### src/rtl/sal_apb_csr.sv
// APB completer CSR block for the SAL DDR controller: control, status, timing and scratch registers.
// Optional feature: define SAL_APB_CSR_LOCK_EN for a sticky CTRL[31] lock over timing/refresh config.
module sal_apb_csr #(
  parameter int unsigned WAIT_CYCLES = 1,
  parameter logic [31:0] VERSION     = 32'h0002_0000,
  parameter logic [31:0] TIMING0_RST = 32'h1C0E_0E0E,
  parameter logic [31:0] TIMING1_RST = 32'h0058_0C30
) (
  input  logic        clk,
  input  logic        rst_n,
  input  logic        psel,
  input  logic        penable,
  input  logic        pwrite,
  input  logic [31:0] paddr,
  input  logic [31:0] pwdata,
  output logic        pready,
  output logic [31:0] prdata,
  output logic        pslverr,
  input  logic        init_done_i,
  input  logic        busy_i,
  output logic        init_start_o,
  output logic        auto_ref_en_o,
  output logic [7:0]  t_rcd_o,
  output logic [7:0]  t_rp_o,
  output logic [7:0]  t_ras_o,
  output logic [7:0]  t_rc_o,
  output logic [15:0] t_refi_o,
  output logic [7:0]  t_rfc_o
);

  localparam logic [3:0] LpWait     = 4'(WAIT_CYCLES);
  localparam logic [9:0] OffVersion = 10'h000;
  localparam logic [9:0] OffCtrl    = 10'h001;
  localparam logic [9:0] OffStatus  = 10'h002;
  localparam logic [9:0] OffTiming0 = 10'h003;
  localparam logic [9:0] OffTiming1 = 10'h004;
  localparam logic [9:0] OffScratch = 10'h005;

  typedef enum logic [1:0] {StIdle, StWait, StResp} state_e;

  state_e      r_state;
  logic [3:0]  r_cnt;
  logic        r_pready;
  logic [31:0] r_prdata;
  logic        r_pslverr;
  logic        r_init_start;
  logic        r_auto_ref_en;
  logic [31:0] r_timing0;
  logic [23:0] r_timing1;
  logic [31:0] r_scratch;

  logic [9:0]  w_off;
  logic [31:0] w_rdata;
  logic        w_err;
  logic        w_lock;
  logic        w_commit;
  logic        w_wr_en;
  logic        w_unused;

  // Only the word offset within the 4 KiB window is decoded.
  assign w_off    = paddr[11:2];
  assign w_unused = ^{paddr[31:12], paddr[1:0]};

  always_comb begin
    w_rdata = '0;
    w_err   = 1'b0;
    case (w_off)
      OffVersion: begin
        w_rdata = VERSION;
        w_err   = pwrite;
      end
      OffCtrl: begin
        w_rdata = {w_lock, 29'd0, r_auto_ref_en, 1'b0};
        // Under lock only an attempt to change the refresh enable is refused.
        w_err   = pwrite & w_lock & (pwdata[1] ^ r_auto_ref_en);
      end
      OffStatus: begin
        w_rdata = {30'd0, busy_i, init_done_i};
        w_err   = pwrite;
      end
      OffTiming0: begin
        w_rdata = r_timing0;
        w_err   = pwrite & w_lock;
      end
      OffTiming1: begin
        w_rdata = {8'd0, r_timing1};
        w_err   = pwrite & w_lock;
      end
      OffScratch: w_rdata = r_scratch;
      default:    w_err   = 1'b1;
    endcase
  end

  assign w_commit = (r_state == StWait) & psel & penable & (r_cnt == LpWait);
  assign w_wr_en  = w_commit & pwrite & ~w_err;

`ifdef SAL_APB_CSR_LOCK_EN
  logic r_lock;

  always_ff @(posedge clk or negedge rst_n) begin
    if (!rst_n) begin
      r_lock <= 1'b0;
    end else if (w_wr_en && (w_off == OffCtrl) && pwdata[31]) begin
      r_lock <= 1'b1;
    end
  end

  assign w_lock = r_lock;
`else
  assign w_lock = 1'b0;
`endif

  always_ff @(posedge clk or negedge rst_n) begin
    if (!rst_n) begin
      r_state       <= StIdle;
      r_cnt         <= 4'd0;
      r_pready      <= 1'b0;
      r_prdata      <= '0;
      r_pslverr     <= 1'b0;
      r_init_start  <= 1'b0;
      r_auto_ref_en <= 1'b0;
      r_timing0     <= TIMING0_RST;
      r_timing1     <= TIMING1_RST[23:0];
      r_scratch     <= '0;
    end else begin
      r_init_start <= 1'b0;
      case (r_state)
        StIdle: begin
          if (psel && !penable) begin
            r_state <= StWait;
            r_cnt   <= 4'd0;
          end
        end
        StWait: begin
          if (!psel) begin
            r_state <= StIdle;
          end else if (penable) begin
            if (w_commit) begin
              r_state   <= StResp;
              r_pready  <= 1'b1;
              r_prdata  <= (pwrite || w_err) ? 32'd0 : w_rdata;
              r_pslverr <= w_err;
              if (w_wr_en) begin
                case (w_off)
                  OffCtrl: begin
                    r_auto_ref_en <= pwdata[1];
                    r_init_start  <= pwdata[0];
                  end
                  OffTiming0: r_timing0 <= pwdata;
                  OffTiming1: r_timing1 <= pwdata[23:0];
                  OffScratch: r_scratch <= pwdata;
                  default:    ;
                endcase
              end
            end else begin
              r_cnt <= r_cnt + 4'd1;
            end
          end
        end
        StResp: begin
          r_state   <= StIdle;
          r_pready  <= 1'b0;
          r_prdata  <= '0;
          r_pslverr <= 1'b0;
        end
        default: r_state <= StIdle;
      endcase
    end
  end

  assign pready        = r_pready;
  assign prdata        = r_prdata;
  assign pslverr       = r_pslverr;
  assign init_start_o  = r_init_start;
  assign auto_ref_en_o = r_auto_ref_en;
  assign t_rcd_o       = r_timing0[7:0];
  assign t_rp_o        = r_timing0[15:8];
  assign t_ras_o       = r_timing0[23:16];
  assign t_rc_o        = r_timing0[31:24];
  assign t_refi_o      = r_timing1[15:0];
  assign t_rfc_o       = r_timing1[23:16];

endmodule

### config.mk
export PLATFORM = sky130hd
export DESIGN_NAME = sal_apb_csr
export DESIGN_NICKNAME = d
export VERILOG_FILES = /design/src/rtl/sal_apb_csr.sv
export SDC_FILE = /design/constraint.sdc
export NUM_CORES = 1
export LEC_CHECK = 0
export ABC_AREA = 1
export BUFFER_PORTS_ARGS = -buffer_cell sky130_fd_sc_hd__buf_4
export CORE_UTILIZATION = 52
export DETAILED_ROUTE_END_ITERATION = 12
export GPL_TIMING_DRIVEN = 0
export HOLD_SLACK_MARGIN = 0.03
export PLACE_DENSITY = 0.8
export REMOVE_ABC_BUFFERS = 1
export SYNTH_ARGS = -nofsm -noshare
export SYNTH_HDL_FRONTEND = slang
export SYNTH_SLANG_ARGS = --single-unit
### constraint.sdc
create_clock -name clk -period 2.23 [get_ports clk]
set_input_delay 0.3345 -clock clk [delete_from_list [all_inputs] [get_ports clk]]
set_output_delay 0.3345 -clock clk [all_outputs]
set_load 0.1 [all_outputs]
# Yosys cells after proc, flatten, opt, wreduce, memory -nomap -nowiden
# Cells that the tools add are included.
# Widths: inputs -> output; s select.
# word_totals
out_inout_bits	92
regBits	130
wordCells	79
# classes
mux	31
n_reduce_logical	16
addsub	1
eq_ne	15
bitwise	6
# op_table
op	count
$pmux 32 s6	1
$mux 32	4
$pmux 32 s2	1
$reduce_and 6->1	4
$eq 10x2->1 const B	2
$eq 10x3->1 const B	2
$mux 4	4
$mux 1	12
$eq 10x1->1 const B	1
$logic_not 10->1	1
$ne 2x2->1 const B	5
$mux 2	4
$pmux 4 s2	1
$ne 3x3->1 const B	2
$pmux 1 s2	3
$and 1x1->1	5
$reduce_and 5->1	1
$add 4x1->4 const B	1
$eq 4x1->1 const B	1
$pmux 2 s2	1
$reduce_and 4->1	1
$reduce_bool 2->1	2
$reduce_or 4->1	1
$reduce_and 3->1	1
8 further kinds	8

# Depth between registers and ports, before layout
# depth
depth_word	11
ltp_mapped	11
mapped_depth_nobuf	10

# Worst setup path before layout
# OpenSTA, ideal clock, no wires.
# synth_path
path_kind	register to register
startpoint	register r_cnt[1]
endpoint	register r_timing1[17]
slack_ps	646
period_less_slack_ps	1584
required_ps	2110
stages_incl_launch_ff	9
arrival_ps	1464
setup_time_ps	120
path_cell_list	dfrtp_1 > inv_1 > ha_1 > nand4_2 > nor2_4 > nand4_1 > buf_2 > nand2_1 > nand2_1
# synth_via
elab_chain_cells	5
# synth_rtl
element	line_no	source
start, declared	42	logic [3:0] r_cnt;
start signal, assigned	156	r_cnt <= r_cnt + 4'd1;
$eq 4x1->1 *	94	assign w_commit = (r_state == StWait) & psel & penable & (r_cnt == LpWait);
$and 1x1->1 *	94	
$and 1x1->1 (2 in a row)	95	assign w_wr_en = w_commit & pwrite & ~w_err;
$reduce_and 6->1 (no line) *	-	
end signal, assigned	123	r_timing1 <= TIMING1_RST[23:0];
end signal, assigned	150	OffTiming1: r_timing1 <= pwdata[23:0];
end, declared	49	logic [23:0] r_timing1;
# Every way passes the cells marked *; elsewhere a longest branch is shown, timed or not.
# A chain may end at the register's enable or synchronous reset.

# Worst setup path in the final report
# layout_path
startpoint	register r_state[1]
endpoint	register r_timing0[31]
# layout_via
elab_chain_cells	7
# layout_rtl
element	line_no	source
start, declared	41	state_e r_state;
start signal, assigned	115	r_state <= StIdle;
start signal, assigned	130	r_state <= StWait;
start signal, assigned	136	r_state <= StIdle;
$eq 2x1->1 *	94, 127	
$and 1x1->1 (3 in a row)	94	
$and 1x1->1 (2 in a row)	95	
$reduce_and 6->1 (no line) *	-	
end signal, assigned	149	OffTiming0: r_timing0 <= pwdata;
end, declared	48	logic [31:0] r_timing0;
# Marked as above.

==> out/results.tsv <==
stage	metric	value	unit
run_status	outcome	finished, final reports clean	
sta	post-route minimum period	2.08	ns
place	dpl cells	1002	
sta	Achievable Freq	0.480	GHz
worst_setup_path	CP Max Fanout	16	
pwr	clock power share	0.484	
synth	Compound-Gate Fraction of Synth Area	0.00920	
clock_network	H-tree Lvls	4	
detailed_routing	vias	5727	
synth	Post-Synth Simple-Gate Area	0.377	
place	DP HPWL	9.80	mm
floorplanning	Core Area	10900	sq um
pwr	power share of the combinational group	0.098	
clock_network	Skew-Pair Late Insertion Delay	0.53	ns
clock_network	Clock Tree Root	clkbuf_8	
grt	vias in the first global route	5561	
grt	Overflow after GRT	0	
floorplanning	Die Footprint	11700	sq um
pwr	P per Cell Area	725	nW/um^2
synth	average cell area after synthesis	7.83	sq um
final_layout	Final nets	998	
synth	Syn Inst Count	747	
hold_path	hold crit path type	in2reg	
final_layout	fill count	797	
floorplanning	FP Rows	38	
pwr	Seq pwr share	0.419	
pwr	switching pwr	1.43	mW
sta	RSZ-0062 raised after global routing	false	
floorplanning	Die W	108	um
grt	GRT Overall Usage	0.314	
synth	post-synthesis xor/xnor area fraction	0.00299	
sta	slew margin rel.	0.363	
worst_setup_path	startpoint types	flip-flop	
floorplanning	Starting Density	0.537	
sta	Worst Skew	0.00681	ns
final_layout	non-filler cells, final	1077	
floorplanning	Die Span Y	108	um
grt	largest net degree at the start of global routing	74	
detailed_routing	TritonRoute pass-1 iters	5	
pwr	maximum vdd drop	0.000820	V
grt	initial antenna violation count	0	
worst_setup_path	Crit path largest cell delay	0.51	ns
worst_setup_path	Critical-path top delay cell	nor2_4	
synth	post-synthesis sequential area ratio	0.560	
clock_network	Max Root-Sink Buffers	2	
sta	final setup vio count	0	
sta	Final Hold Fails	0	
clock_network	Worst-path clk slew	0.06	ns
synth	largest family of logic cells by synthesized area	simple AND/OR/NAND/NOR gates	
worst_setup_path	Critical Path AT	2.55	ns
run	Max Cap Viol	0	
pwr	switching share of power	0.245	
synth	YS warnings	0	
pwr	Internal Power	4.41	mW
synth	EDFF count, synth	0	
pwr	Static Leak	4.48	nW
clock_network	CTS Buf Count	17	
synth	Async S/R FF share, synth	1.00	
sta	worst-margin pin slew	0.955	ns
detailed_routing	residual DRC count	0	
detailed_routing	final WL	17.9	mm
sta	Tcrit/Tclk final	0.934	
detailed_routing	antenna viol nets, final	0	
synth	mux cell area share after synthesis	0.00171	
final_layout	layout cell share with drive strength beyond 1	0.245	
clock_network	CTS sink cnt	130	
synth	Seq cells post-synth	130	
place	GP Congestion	0.954	
synth	Synth Cell Area	5850	sq um
grt	first-pass GRT wire length	27.2	mm
final_layout	Area Overhead vs Synth	37.8	%
final_layout	Diodes inserted	0	
clock_network	CTS tree	built	
detailed_routing	drt wl/cell	16.6	um
synth	Most used DFF post-synth	dfrtp_1	
synth	area share of fa/ha/maj cells after synthesis	0.00428	
worst_setup_path	worst path required time	2.70	ns
worst_setup_path	crit path kind	reg2reg	
final_layout	Finished Core Util	0.740	
worst_setup_path	Setup crit end kind	flip-flop	
sta	max-slew violation count	0	
floorplanning	IO Count	163	
place	I/O Buffers	140	
synth	number of distinct library cells after synthesis	30	
detailed_routing	drt via density	5.32	
detailed_routing	1st-iter DRT viols	444	
worst_setup_path	critical path, cell by cell	inv_2 > nand2_2 > inv_2 > nand4_4 > nor2_4 > nand3_4 > nor2_4 > nand2_1 > nand2_1	
synthesized netlist by cell type, types with 2 or more instances:
cell type    n  area [sq um]
nand2_1    476          1790
dfrtp_1    111          2780
nand3_1     34           170
dfstp_2     19           499
nor2_1      18          67.6
buf_2       15          75.1
inv_1       15          56.3
buf_4       11          82.6
inv_2        8          30.0
nor2_4       6          67.6
o21ai_0      6          30.0
nand4_1      5          31.3
clkbuf_1     4          15.0
ha_1         2          25.0
nor2_2       2          12.5
worst max-delay path, delay by kind of cell (launching register included):
kind	cells	cell delay, ns
buffers and inverters	2	0.17
flip-flops	1	0.41
AND/OR/NAND/NOR	7	1.43
what timing repair did:
action | 4_1_cts | 5_1_grt
resized for setup | 10 | 2
hold buffers | 34 | 0
gates cloned | 2 | 3
hold endpoints to repair | 132 | 0
pin swaps | 2 | 2
setup endpoints to repair | 91 | 66
setup buffers | 3 | 2
power groups by stage:
stage	Clock [mW]	Sequential [mW]	Combinational [mW]
finish	2.83	2.45	0.571
detailed placement	0	2.48	0.483
floorplan	0	2.61	0.141
global placement	0	2.48	0.461
CTS	2.85	2.44	0.565
global route	2.95	2.45	0.612
metrics by stage:
stage	setup TNS, ns	hold slack [ns]	instance area, sq um	power, mW	worst slack, ns
floorplan	-6.27	0.0389	5680	2.75	-0.211
global placement	-111.80	0.460	6900	2.94	-1.63
detailed placement	-60.34	0.334	7000	2.96	-0.811
CTS	-0.00358	0.168	8020	5.86	-0.00358
global route	0	0.217	8060	6.01	0.00547
finish	0	0.207	8060	5.84	0.148
cells in the final DEF (no fill, tap or decap), types with 3 or more instances in the layout:
| cell type | n |
|---|---|
| bufinv_16 | 3 |
| inv_1 | 14 |
| nand2_1 | 475 |
| dfstp_2 | 19 |
| nor2_4 | 10 |
| buf_6 | 3 |
| nor2_2 | 3 |
| clkbuf_8 | 5 |
| nor2_1 | 17 |
| clkbuf_16 | 16 |
| buf_4 | 144 |
| o21ai_0 | 6 |
| inv_2 | 9 |
| clkinv_2 | 4 |
| nand3_1 | 34 |
| nand4_1 | 6 |
| dfrtp_1 | 111 |
| dlygate4sd3_1 | 34 |
cell families after synthesis:
kind of cell | after synthesis
AOI/OAI and AO/OA | 10
DFF | 130
buffers and inverters | 54
adders and majority gates | 2
muxes | 1
and+or+nand+nor | 548
xor gates and xnor gates | 2
registers in the layout, indices dropped and copies added, names as in the netlist:
name / count
r_timing0: 32
prdata: 32
r_state: 2
r_timing1: 24
pslverr: 1
r_cnt: 4
r_scratch: 32
pready: 1
auto_ref_en_o: 1
init_start_o: 1
final cells by class:
type	instances	area, sq um	area share
tap	140	175	0.0217
inverter	24	91.3	0.0113
clock inverter	9	129	0.0160
timing repair buffer	184	1530	0.189
clock buffer	22	473	0.0587
sequential	130	3280	0.407
multi-input combinational	568	2390	0.296
routing by layer:
layer	GRT usage	vias to the layer above	routed length, um
met1	0.385	2706	6960
met2	0.523	316	8700
met3	0.0663	58	1630
met5	0	-	0
met4	0.159	0	600
li1	-	2647	-
path summary, 6_finish.rpt:
| path | startpoint | end | cells after the start | slack [ns] |
|---|---|---|---|---|
| min reg2reg | prdata[14]$_DFFE_PN0P_ | prdata[14]$_DFFE_PN0P_ | 2 | 0.48 |
| min | init_done_i | prdata[0]$_DFFE_PN0P_ | 5 | 0.21 |
| max in group asynchronous | rst_n | r_timing0[1]$_DFFE_PN1P_ | 3 | 1.12 |
| max reg2reg | r_state[1]$_DFFE_PN0P_ | r_timing0[31]$_DFFE_PN0P_ | 9 | 0.15 |
| min in group asynchronous | rst_n | r_timing1[9]$_DFFE_PN0P_ | 2 | 0.33 |
| max | r_state[1]$_DFFE_PN0P_ | r_timing0[31]$_DFFE_PN0P_ | 9 | 0.15 |
Power figures use the tool's default switching activity.
